### src/rtl/btle_pkg.sv
// Shared constants and helpers for the BTLE receive framer.
// Holds the FSM encoding, CRC/whitening polynomials and channel map.
package btle_pkg;

    typedef enum logic [2:0] {
        ST_IDLE,
        ST_SEARCH_AA,
        ST_RX_HEADER,
        ST_RX_PAYLOAD,
        ST_RX_CRC,
        ST_DONE
    } state_t;

    localparam logic [23:0] CRC_POLY = 24'h00065B;

    // x^7 + x^4 + 1, stored with the register's bit 6 as stage 0,
    // so the x^4 tap lands on bit 2 of the rotated value.
    localparam logic [6:0] WHITEN_TAP = 7'b000_0100;

    localparam int ADV_CH_37 = 37;
    localparam int ADV_CH_38 = 38;
    localparam int ADV_CH_39 = 39;

    localparam int PDU_MEM_DEPTH = 64;

    // One whitening step: rotate toward bit 0, fold the output into the tap.
    function automatic logic [6:0] whiten_step(input logic [6:0] s);
        return {s[0], s[6:1]} ^ ({7{s[0]}} & WHITEN_TAP);
    endfunction

endpackage

### src/rtl/btle_aa_correlator.sv
// Access-address correlator: 32-bit search shift register,
// popcount of the mismatch against the expected AA, threshold compare.
module btle_aa_correlator
    import btle_pkg::*;
#(
    parameter int MAX_BIT_ERR = 0
) (
    input  logic        clk,
    input  logic        rst,
    input  logic        i_clear,
    input  logic        i_shift,
    input  logic        i_bit,
    input  logic [31:0] i_aa,
    output logic        o_match
);

    logic [31:0] r_sr;
    logic [31:0] w_next;
    logic [31:0] w_diff;
    logic [5:0]  w_pop;

    assign w_next = {i_bit, r_sr[31:1]};
    assign w_diff = w_next ^ i_aa;

    // Count mismatching bits of the register as it will be after this shift.
    always_comb begin
        w_pop = '0;
        for (int i = 0; i < 32; i++) begin
            w_pop = w_pop + 6'(w_diff[i]);
        end
    end

    assign o_match = i_shift && (int'(w_pop) <= MAX_BIT_ERR);

    // Search register: cleared whenever not searching, shifts right on valid bits.
    always_ff @(posedge clk) begin
        if (!rst) begin
            r_sr <= '0;
        end else if (i_clear) begin
            r_sr <= '0;
        end else if (i_shift) begin
            r_sr <= w_next;
        end
    end

endmodule

### src/rtl/btle_rx_framer.sv
// BTLE receive framer: access-address search, de-whitening, CRC24
// check and PDU octet writes into a 64-entry memory.
module btle_rx_framer
    import btle_pkg::*;
#(
    parameter int CRC_STATE_BIT_WIDTH      = 24,
    parameter int CHANNEL_NUMBER_BIT_WIDTH = 6,
    parameter int AA_MAX_BIT_ERR           = 0
) (
    input  logic                                clk,
    input  logic                                rst,
    input  logic                                rx_enable,
    input  logic [31:0]                         access_address,
    input  logic [CRC_STATE_BIT_WIDTH-1:0]      crc_state_init_bit,
    input  logic [CHANNEL_NUMBER_BIT_WIDTH-1:0] channel_number,
    input  logic                                phy_bit,
    input  logic                                phy_bit_valid,
    output logic [5:0]                          pdu_octet_mem_addr,
    output logic [7:0]                          pdu_octet_mem_data,
    output logic                                pdu_octet_mem_we,
    output logic                                aa_hit,
    output logic [6:0]                          payload_length,
    output logic                                rx_done,
    output logic                                crc_ok,
    output logic                                busy
);

    localparam int CW    = CRC_STATE_BIT_WIDTH;
    localparam int CNT_W = $clog2(CW);

    state_t           r_state;
    logic [CW-1:0]    r_crc;
    logic [6:0]       r_lfsr;
    logic [7:0]       r_oct;
    logic [2:0]       r_bit_cnt;
    logic [6:0]       r_oct_idx;
    logic [CNT_W-1:0] r_crc_cnt;
    logic             r_crc_err;
    logic [5:0]       r_mem_addr;
    logic [7:0]       r_mem_data;
    logic             r_mem_we;
    logic             r_aa_hit;
    logic [6:0]       r_len;
    logic             r_rx_done;
    logic             r_crc_ok;

    logic             w_aa_match;
    logic             w_d;
    logic [7:0]       w_octet;
    logic             w_last_bit;
    logic             w_crc_fb;
    logic [CW-1:0]    w_crc_next;
    logic             w_crc_miss;
    logic             w_adv;
    logic [6:0]       w_len;

    btle_aa_correlator #(
        .MAX_BIT_ERR(AA_MAX_BIT_ERR)
    ) u_corr (
        .clk    (clk),
        .rst    (rst),
        .i_clear(r_state != ST_SEARCH_AA),
        .i_shift(r_state == ST_SEARCH_AA && phy_bit_valid),
        .i_bit  (phy_bit),
        .i_aa   (access_address),
        .o_match(w_aa_match)
    );

    assign w_d        = phy_bit ^ r_lfsr[0];
    assign w_octet    = {w_d, r_oct[7:1]};
    assign w_last_bit = (r_bit_cnt == 3'd7);
    assign w_crc_fb   = r_crc[CW-1] ^ w_d;
    assign w_crc_next = {r_crc[CW-2:0], 1'b0}
                      ^ (w_crc_fb ? CW'(CRC_POLY) : '0);
    assign w_crc_miss = w_d ^ r_crc[CW-1];

    assign w_adv = (channel_number == CHANNEL_NUMBER_BIT_WIDTH'(ADV_CH_37))
                || (channel_number == CHANNEL_NUMBER_BIT_WIDTH'(ADV_CH_38))
                || (channel_number == CHANNEL_NUMBER_BIT_WIDTH'(ADV_CH_39));
    assign w_len = w_adv ? {1'b0, w_octet[5:0]} : {2'b0, w_octet[4:0]};

    // Receive FSM with datapath; an rx_enable drop overrides everything.
    always_ff @(posedge clk) begin
        if (!rst) begin
            r_state    <= ST_IDLE;
            r_crc      <= '0;
            r_lfsr     <= '0;
            r_oct      <= '0;
            r_bit_cnt  <= '0;
            r_oct_idx  <= '0;
            r_crc_cnt  <= '0;
            r_crc_err  <= 1'b0;
            r_mem_addr <= '0;
            r_mem_data <= '0;
            r_mem_we   <= 1'b0;
            r_aa_hit   <= 1'b0;
            r_len      <= '0;
            r_rx_done  <= 1'b0;
            r_crc_ok   <= 1'b0;
        end else begin
            r_mem_we  <= 1'b0;
            r_aa_hit  <= 1'b0;
            r_rx_done <= 1'b0;
            if (!rx_enable) begin
                r_state <= ST_IDLE;
            end else begin
                unique case (r_state)
                    ST_IDLE: begin
                        r_state <= ST_SEARCH_AA;
                    end
                    ST_SEARCH_AA: begin
                        if (w_aa_match) begin
                            r_aa_hit  <= 1'b1;
                            r_crc     <= crc_state_init_bit;
                            r_lfsr    <= {1'b1, channel_number[5:0]};
                            r_bit_cnt <= '0;
                            r_oct_idx <= '0;
                            r_crc_cnt <= '0;
                            r_crc_err <= 1'b0;
                            r_state   <= ST_RX_HEADER;
                        end
                    end
                    ST_RX_HEADER, ST_RX_PAYLOAD: begin
                        if (phy_bit_valid) begin
                            r_crc     <= w_crc_next;
                            r_lfsr    <= whiten_step(r_lfsr);
                            r_oct     <= w_octet;
                            r_bit_cnt <= r_bit_cnt + 3'd1;
                            if (w_last_bit) begin
                                r_mem_we   <= (r_oct_idx < 7'(PDU_MEM_DEPTH));
                                r_mem_addr <= r_oct_idx[5:0];
                                r_mem_data <= w_octet;
                                r_oct_idx  <= r_oct_idx + 7'd1;
                                if (r_state == ST_RX_HEADER && r_oct_idx == 7'd1) begin
                                    r_len   <= w_len;
                                    r_state <= (w_len == '0) ? ST_RX_CRC : ST_RX_PAYLOAD;
                                end else if (r_state == ST_RX_PAYLOAD
                                             && r_oct_idx == r_len + 7'd1) begin
                                    r_state <= ST_RX_CRC;
                                end
                            end
                        end
                    end
                    ST_RX_CRC: begin
                        if (phy_bit_valid) begin
                            r_lfsr    <= whiten_step(r_lfsr);
                            r_crc     <= r_crc << 1;
                            r_crc_cnt <= r_crc_cnt + 1'b1;
                            if (w_crc_miss) begin
                                r_crc_err <= 1'b1;
                            end
                            if (r_crc_cnt == CNT_W'(CW - 1)) begin
                                r_state   <= ST_DONE;
                                r_rx_done <= 1'b1;
                                r_crc_ok  <= !(r_crc_err || w_crc_miss);
                            end
                        end
                    end
                    ST_DONE: begin
                        r_state <= ST_SEARCH_AA;
                    end
                    default: begin
                        r_state <= ST_IDLE;
                    end
                endcase
            end
        end
    end

    assign pdu_octet_mem_addr = r_mem_addr;
    assign pdu_octet_mem_data = r_mem_data;
    assign pdu_octet_mem_we   = r_mem_we;
    assign aa_hit             = r_aa_hit;
    assign payload_length     = r_len;
    assign rx_done            = r_rx_done;
    assign crc_ok             = r_crc_ok;
    assign busy               = (r_state != ST_IDLE) && (r_state != ST_SEARCH_AA);

endmodule

### config.mk
export PLATFORM = sky130hd
export DESIGN_NAME = btle_rx_framer
export DESIGN_NICKNAME = d
export VERILOG_FILES = /design/src/rtl/btle_pkg.sv /design/src/rtl/btle_aa_correlator.sv /design/src/rtl/btle_rx_framer.sv
export SDC_FILE = /design/constraint.sdc
export NUM_CORES = 1
export LEC_CHECK = 0
export ABC_AREA = 1
export ABC_CLOCK_PERIOD_IN_PS = 8490
export CELL_PAD_IN_SITES_DETAIL_PLACEMENT = 1
export CELL_PAD_IN_SITES_GLOBAL_PLACEMENT = 2
export CORE_MARGIN = 10
export CORE_UTILIZATION = 31
export DETAILED_ROUTE_END_ITERATION = 10
export PLACE_DENSITY_LB_ADDON = 0.1
export SLEW_MARGIN = 0
export SYNTH_ARGS = -nofsm -noshare
export SYNTH_HDL_FRONTEND = slang
export SYNTH_SLANG_ARGS = --single-unit
### constraint.sdc
create_clock -name clk -period 8.49 [get_ports clk]
set_input_delay 1.2735 -clock clk [delete_from_list [all_inputs] [get_ports clk]]
set_output_delay 1.2735 -clock clk [all_outputs]
set_load 0.05 [all_outputs]
* Yosys cells after proc, flatten, opt, wreduce, memory -nomap -nowiden
Index checks and enable logic that the tools add are counted.
** Word-level totals
- Bits in registers :: 115
- Bits of input ports :: 67
- Logic and storage cells :: 149
** Cells by class
- $add $sub $neg :: 35
- Order comparisons :: 2
- Equality and inequality tests :: 21
- Multiplexer cells :: 34
- Bitwise operators :: 6
- Reduce and logical (&&, ||, !) cells :: 35
** Operators by type and width (count)
- adder 6 x 1 -> 6 bit :: 30
- two-way mux 24 bit :: 3
- case mux 24 bit (3 select lines) :: 1
- two-way mux 7 bit :: 5
- XOR 32 bit :: 1
- two-way mux 3 bit :: 10
- case mux 7 bit (2 select lines) :: 2
- AND reduction 5 bit :: 5
- AND reduction 4 bit :: 6
- XOR 24 x 11 -> 24 bit :: 1
- equality test 6 bit (second input constant) :: 3
- adder 7 x 1 -> 7 bit (second input constant) :: 2
- case mux 3 bit (4 select lines) :: 1
- two-way mux 11 bit :: 1
- two-way mux 5 bit :: 2
- != test 2 bit (second input constant) :: 5
- case mux 5 bit (2 select lines) :: 1
- equality test 3 bit (second input constant) :: 3
- equality test 7 x 1 -> 1 bit (second input constant) :: 1
- equality test 7 bit :: 1
- logical NOT 7 bit :: 1
- < comparator 7 bit (second input constant) :: 1
- XOR 7 x 3 -> 7 bit :: 1
- equality test 3 x 2 -> 1 bit (second input constant) :: 2
- 26 further kinds :: 44

* Depth between registers and ports, before layout
- Depth in word-level cells :: 36
- Mapped depth :: 23
- Gate-level depth less buffers :: 22

* Hierarchy
A second synthesis with hierarchy kept.
** Unflattened totals
- Cell total of the unflattened synthesis :: 766
- Area, all modules :: 5954.5 µm²
** Modules (own cells, without submodules)
- btle_rx_framer :: times used 1, cells an instance 540, area an instance 3849.9 µm², seq. area each 1621.6 µm²
- btle_aa_correlator :: times used 1, cells an instance 226, area an instance 2104.5 µm², seq. area each 620.6 µm²

* Worst setup path after synthesis
No wires, ideal clock.
- Path type :: input -> register
- Start :: in access_address[0]
- End :: reg r_crc[19]
- Library setup time :: 0.119 ns
- Data arrival time :: 6.383 ns
- Required time :: 8.371 ns
- Setup slack :: 1.987 ns
- Stages on the path :: 19
- Path buffers :: 1
- Cells stage by stage :: xor2_1 -> ha_1 -> inv_1 -> fa_1 -> fa_1 -> fa_1 -> fa_1 -> fa_1 -> fa_1 -> fa_1 -> nand2_1 -> nor2_1 -> nor3b_1 -> nand2_1 -> nand2_1 -> nand3_1 -> clkbuf_1 -> o21ai_0 -> a21oi_1
** On the way
- Longest elaborated chain between the ends :: 36
** RTL lines
- start, declared :: line btle_rx_framer.sv:13 : input logic [31:0] access_address,
- XOR 32 bit :: line btle_aa_correlator.sv:23 : assign w_diff = w_next ^ i_aa;
- adder 1 x 1 -> 2 bit :: line btle_aa_correlator.sv:29 : w_pop = w_pop + 6'(w_diff[i]);
- adder 6 x 1 -> 6 bit (30 in series) :: line btle_aa_correlator.sv:29
- less-or-equal comparator 6 x 1 -> 1 bit :: line btle_aa_correlator.sv:33 : assign o_match = i_shift && (int'(w_pop) <= MAX_BIT_ERR);
- logical AND 1 bit :: line btle_aa_correlator.sv:33
- != test 2 x 1 -> 1 bit (no line)
- AND reduction 5 bit (no line)
- end signal, assigned :: line btle_rx_framer.sv:114 : r_crc <= crc_state_init_bit;
- end signal, assigned :: line btle_rx_framer.sv:125 : r_crc <= w_crc_next;
- end signal, assigned :: line btle_rx_framer.sv:147 : r_crc <= r_crc << 1;
- end, declared :: line btle_rx_framer.sv:32 : logic [CW-1:0] r_crc;
No other way between the ends.
A chain may end at the register's enable or synchronous reset.

* Worst setup path in the final report
- Start :: in access_address[0]
- End :: reg r_crc[8]
Same word-level chain as after synthesis.

==> flow_metrics.py <==
metrics = {
    "clocking": {
        "cts_buffers": 9,
        "cts.clk_slew.worst_paths_ns": 0.07,
        "cts_sinks": 112,
        "h-tree-depth": 3,
        "cts_resized": 0,
        "hold_buffers": 0,
        "cts_tree": "done",
        "clk_latency_ns": 0.36,
        "clockRootBuffer": "clkbuf_16",
        "cts.path.max_buffers": 2,
        "post_cts.repair.setup_buffers": 0,
    },
    "global_routing": {
        "grtUsageTotal_pct": 14.3,
        "antenna_found_initial": 1,
        "grt_pass1_wl_mm": 29.0,
        "grt_start_max_net_pins": 62,
        "grt_pass1_vias": 5608,
        "grt_overflow": 0,
    },
    "power": {
        "power_frac_comb_pct": 42.4,
        "p_leak_nw": 2.80,
        "intPower_mw": 1.12,
        "switching_share_pct": 39.8,
        "power_mw": 1.86,
        "pwr-share-seq_pct": 33.4,
        "p_per_area_nw_per_um2": 253,
        "clockPowerShare_pct": 24.2,
        "vdd_drop_max_uv": 113,
        "p_switching_mw": 0.739,
    },
    "sta": {
        "slew_headroom_pct": 25.3,
        "fin_crit_sh_pct": 84.6,
        "fin_crit_ns": 7.19,
        "final-hold-violation-count": 0,
        "fmax_mhz": 139,
        "rsz0062_at_grt": "false",
        "setup_viol_count_final": 0,
        "drv_slew": 0,
        "worst_slew_pin_slew_ns": 1.12,
        "tns_ns": 0,
        "skew_ns": 0.0128,
    },
    "finish": {
        "n_antenna_cell": 0,
        "layout_commonest_cell": "nand2_1",
        "final_layout_size_suffix_gt1_share_pct": 4.09,
        "nets": 980,
        "num-fill-cells": 2295,
        "area_delta_synth_final_pct": 23.5,
        "layout_common_cells": "185 x nand2_1, 112 x dfxtp_1, 99 x a21oi_1",
    },
    "logic_synthesis": {
        "synth_area_leaders": "dfxtp_1 38%, nand2_1 12%, a21oi_1 8.3%, fa_1 7.8%, o21ai_0 6.5%",
        "async_reset_ff_share_pct": 0,
        "ys_seq_area_share_pct": 37.8,
        "synthFlopType": "dfxtp_1",
        "avgSynthCellArea_um2": 7.37,
        "synth_cell_type_count": 32,
        "syn_area_um2": 5940,
        "postSynthCellCount": 806,
        "synth_area_leader_cell": "dfxtp_1",
        "yosys_register_bits": 112,
        "synth.top_cell.area_share_pct": 37.8,
        "synth_nets": 910,
        "ys.warnings.count": 0,
        "synth_edf_count": 0,
    },
    "min_path": {
        "hold_class": "reg2reg",
    },
    "drt": {
        "drt_iter0_drc": 220,
        "via_per_inst": 4.76,
        "wl_met1_mm": 8.27,
        "postRouteAntennaNets": 0,
        "drc": 0,
        "wl_per_cell_um": 15.6,
        "vias": 5306,
        "dr.max_layer_used": "met5",
        "met3WireLength_um": 923,
        "wirelength_mm": 17.4,
        "route.met2.wl_mm": 7.96,
        "first_pass_iters": 4,
    },
    "worst_setup_path": {
        "cp-end-kind": "register",
        "crit_type": "in2reg",
        "critPathMaxFanout": 61,
        "arrival_ns": 7.41,
        "critPathLaunchType": "input port",
        "required_ns": 8.71,
    },
    "outcome": {
        "outcome": "finished clean",
    },
    "flow_run": {
        "max-cap-violations": 0,
    },
    "place": {
        "place_congestion": 0.800,
        "io_buffer_count": 91,
        "post-dp-hpwl_mm": 12.8,
    },
    "die": {
        "start_util_pct": 31.6,
        "io_pins": 93,
        "fp.coreArea_um2": 18800,
        "row_count": 50,
        "die_area_um2": 25100,
        "die_y_um": 158,
        "die_w_um": 158,
    },
}
## critical path, cell delays in order
cell	delay, ns
clkdlybuf4s50_1	0.42
xor2_1	0.15
ha_1	0.27
inv_1	0.05
fa_1	0.52
fa_1	0.54
fa_1	0.55
fa_1	0.54
fa_1	0.53
fa_1	0.52
fa_1	0.55
nand2_1	0.08
nor2_1	0.08
nor3b_1	0.31
nand2_1	0.18
nand2_1	0.16
nand3_2	0.07
buf_4	0.30
o21ai_0	0.24
a21oi_1	0.06
## flip-flops by register name, indices dropped and copies added (netlist names), 3 cells and up
name / flops
r_oct_idx: 7
r_state: 3
r_crc_cnt: 5
r_lfsr: 7
r_bit_cnt: 3
r_crc: 24
pdu_octet_mem_addr: 6
r_oct: 7
u_corr.r_sr: 31
payload_length: 6
pdu_octet_mem_data: 8
## worst paths after layout
path | slack [ns] | endpoint | start | cells past startpoint
max | 1.30 | r_crc[8] | access_address[0] | 20
min reg2reg | 0.45 | r_lfsr[5] | r_lfsr[5] | 2
max reg2reg | 2.29 | r_crc[8] | u_corr.r_sr[2] | 19
min | 0.45 | r_lfsr[5] | r_lfsr[5] | 2
## cells by family after synthesis
| kind of cell | synth area share, % |
|---|---|
| flip-flops | 37.8 |
| AND/OR/NAND/NOR | 21.7 |
| other | 0.0632 |
| XOR/XNOR | 5.75 |
| buffers and inverters | 8.22 |
| adder cells (fa/ha/maj) | 10.7 |
| AO/OA/AOI/OAI | 15.7 |
## cells in the mapped netlist, drive strengths merged (4+ instances only)
library cell	instances
dfxtp	112
nand3	30
fa	23
xnor2	29
clkbuf	22
ha	14
buf	13
a21oi	99
xor2	10
nand2	185
nor2	73
nand4	4
o21ai	81
inv	90
nor3	8
## power groups by stage
stage | combinational [mW] | sequential [mW] | clock (mW)
4_1_cts | 0.806 | 0.622 | 0.469
5_1_grt | 0.933 | 0.629 | 0.491
3_3_place_gp | 0.773 | 0.631 | 0
2_1_floorplan | 0.593 | 0.624 | 0
3_5_place_dp | 0.801 | 0.634 | 0
6_report | 0.788 | 0.621 | 0.449
## per-layer routing
metal | GRT usage [%] | up-vias
met5 | 0 | -
met4 | 4.28 | 2
met3 | 3.75 | 15
met2 | 23.2 | 82
met1 | 18.3 | 2502
li1 | - | 2705
## through the flow
step | area, um^2 | util [%] | setup WS, ns | std cells | hold slack (ns)
floorplan | 5940 | - | 1.99 | 806 | 0.425
global placement | 7020 | 37.4 | 1.11 | 1099 | 0.435
detailed placement | 7020 | 37.4 | 0.918 | 1099 | 0.442
CTS | 7330 | 39.1 | 1.29 | 1115 | 0.453
global route | 7330 | 39.1 | 0.912 | 1115 | 0.482
finish | 7330 | 39.1 | 1.30 | 1115 | 0.449
## area by class of cell
cell class / count / area, um^2 / share of cell area (%)
clock buffers: 12 / 256 / 3.50
clock inverters: 4 / 51.3 / 0.700
inverters: 90 / 340 / 4.64
multi-input cells: 569 / 3220 / 43.9
flip-flops and latches: 112 / 2240 / 30.6
well taps: 234 / 293 / 3.99
repair buffers: 94 / 928 / 12.7
No activity file was read; power rests on OpenSTA's default activity.
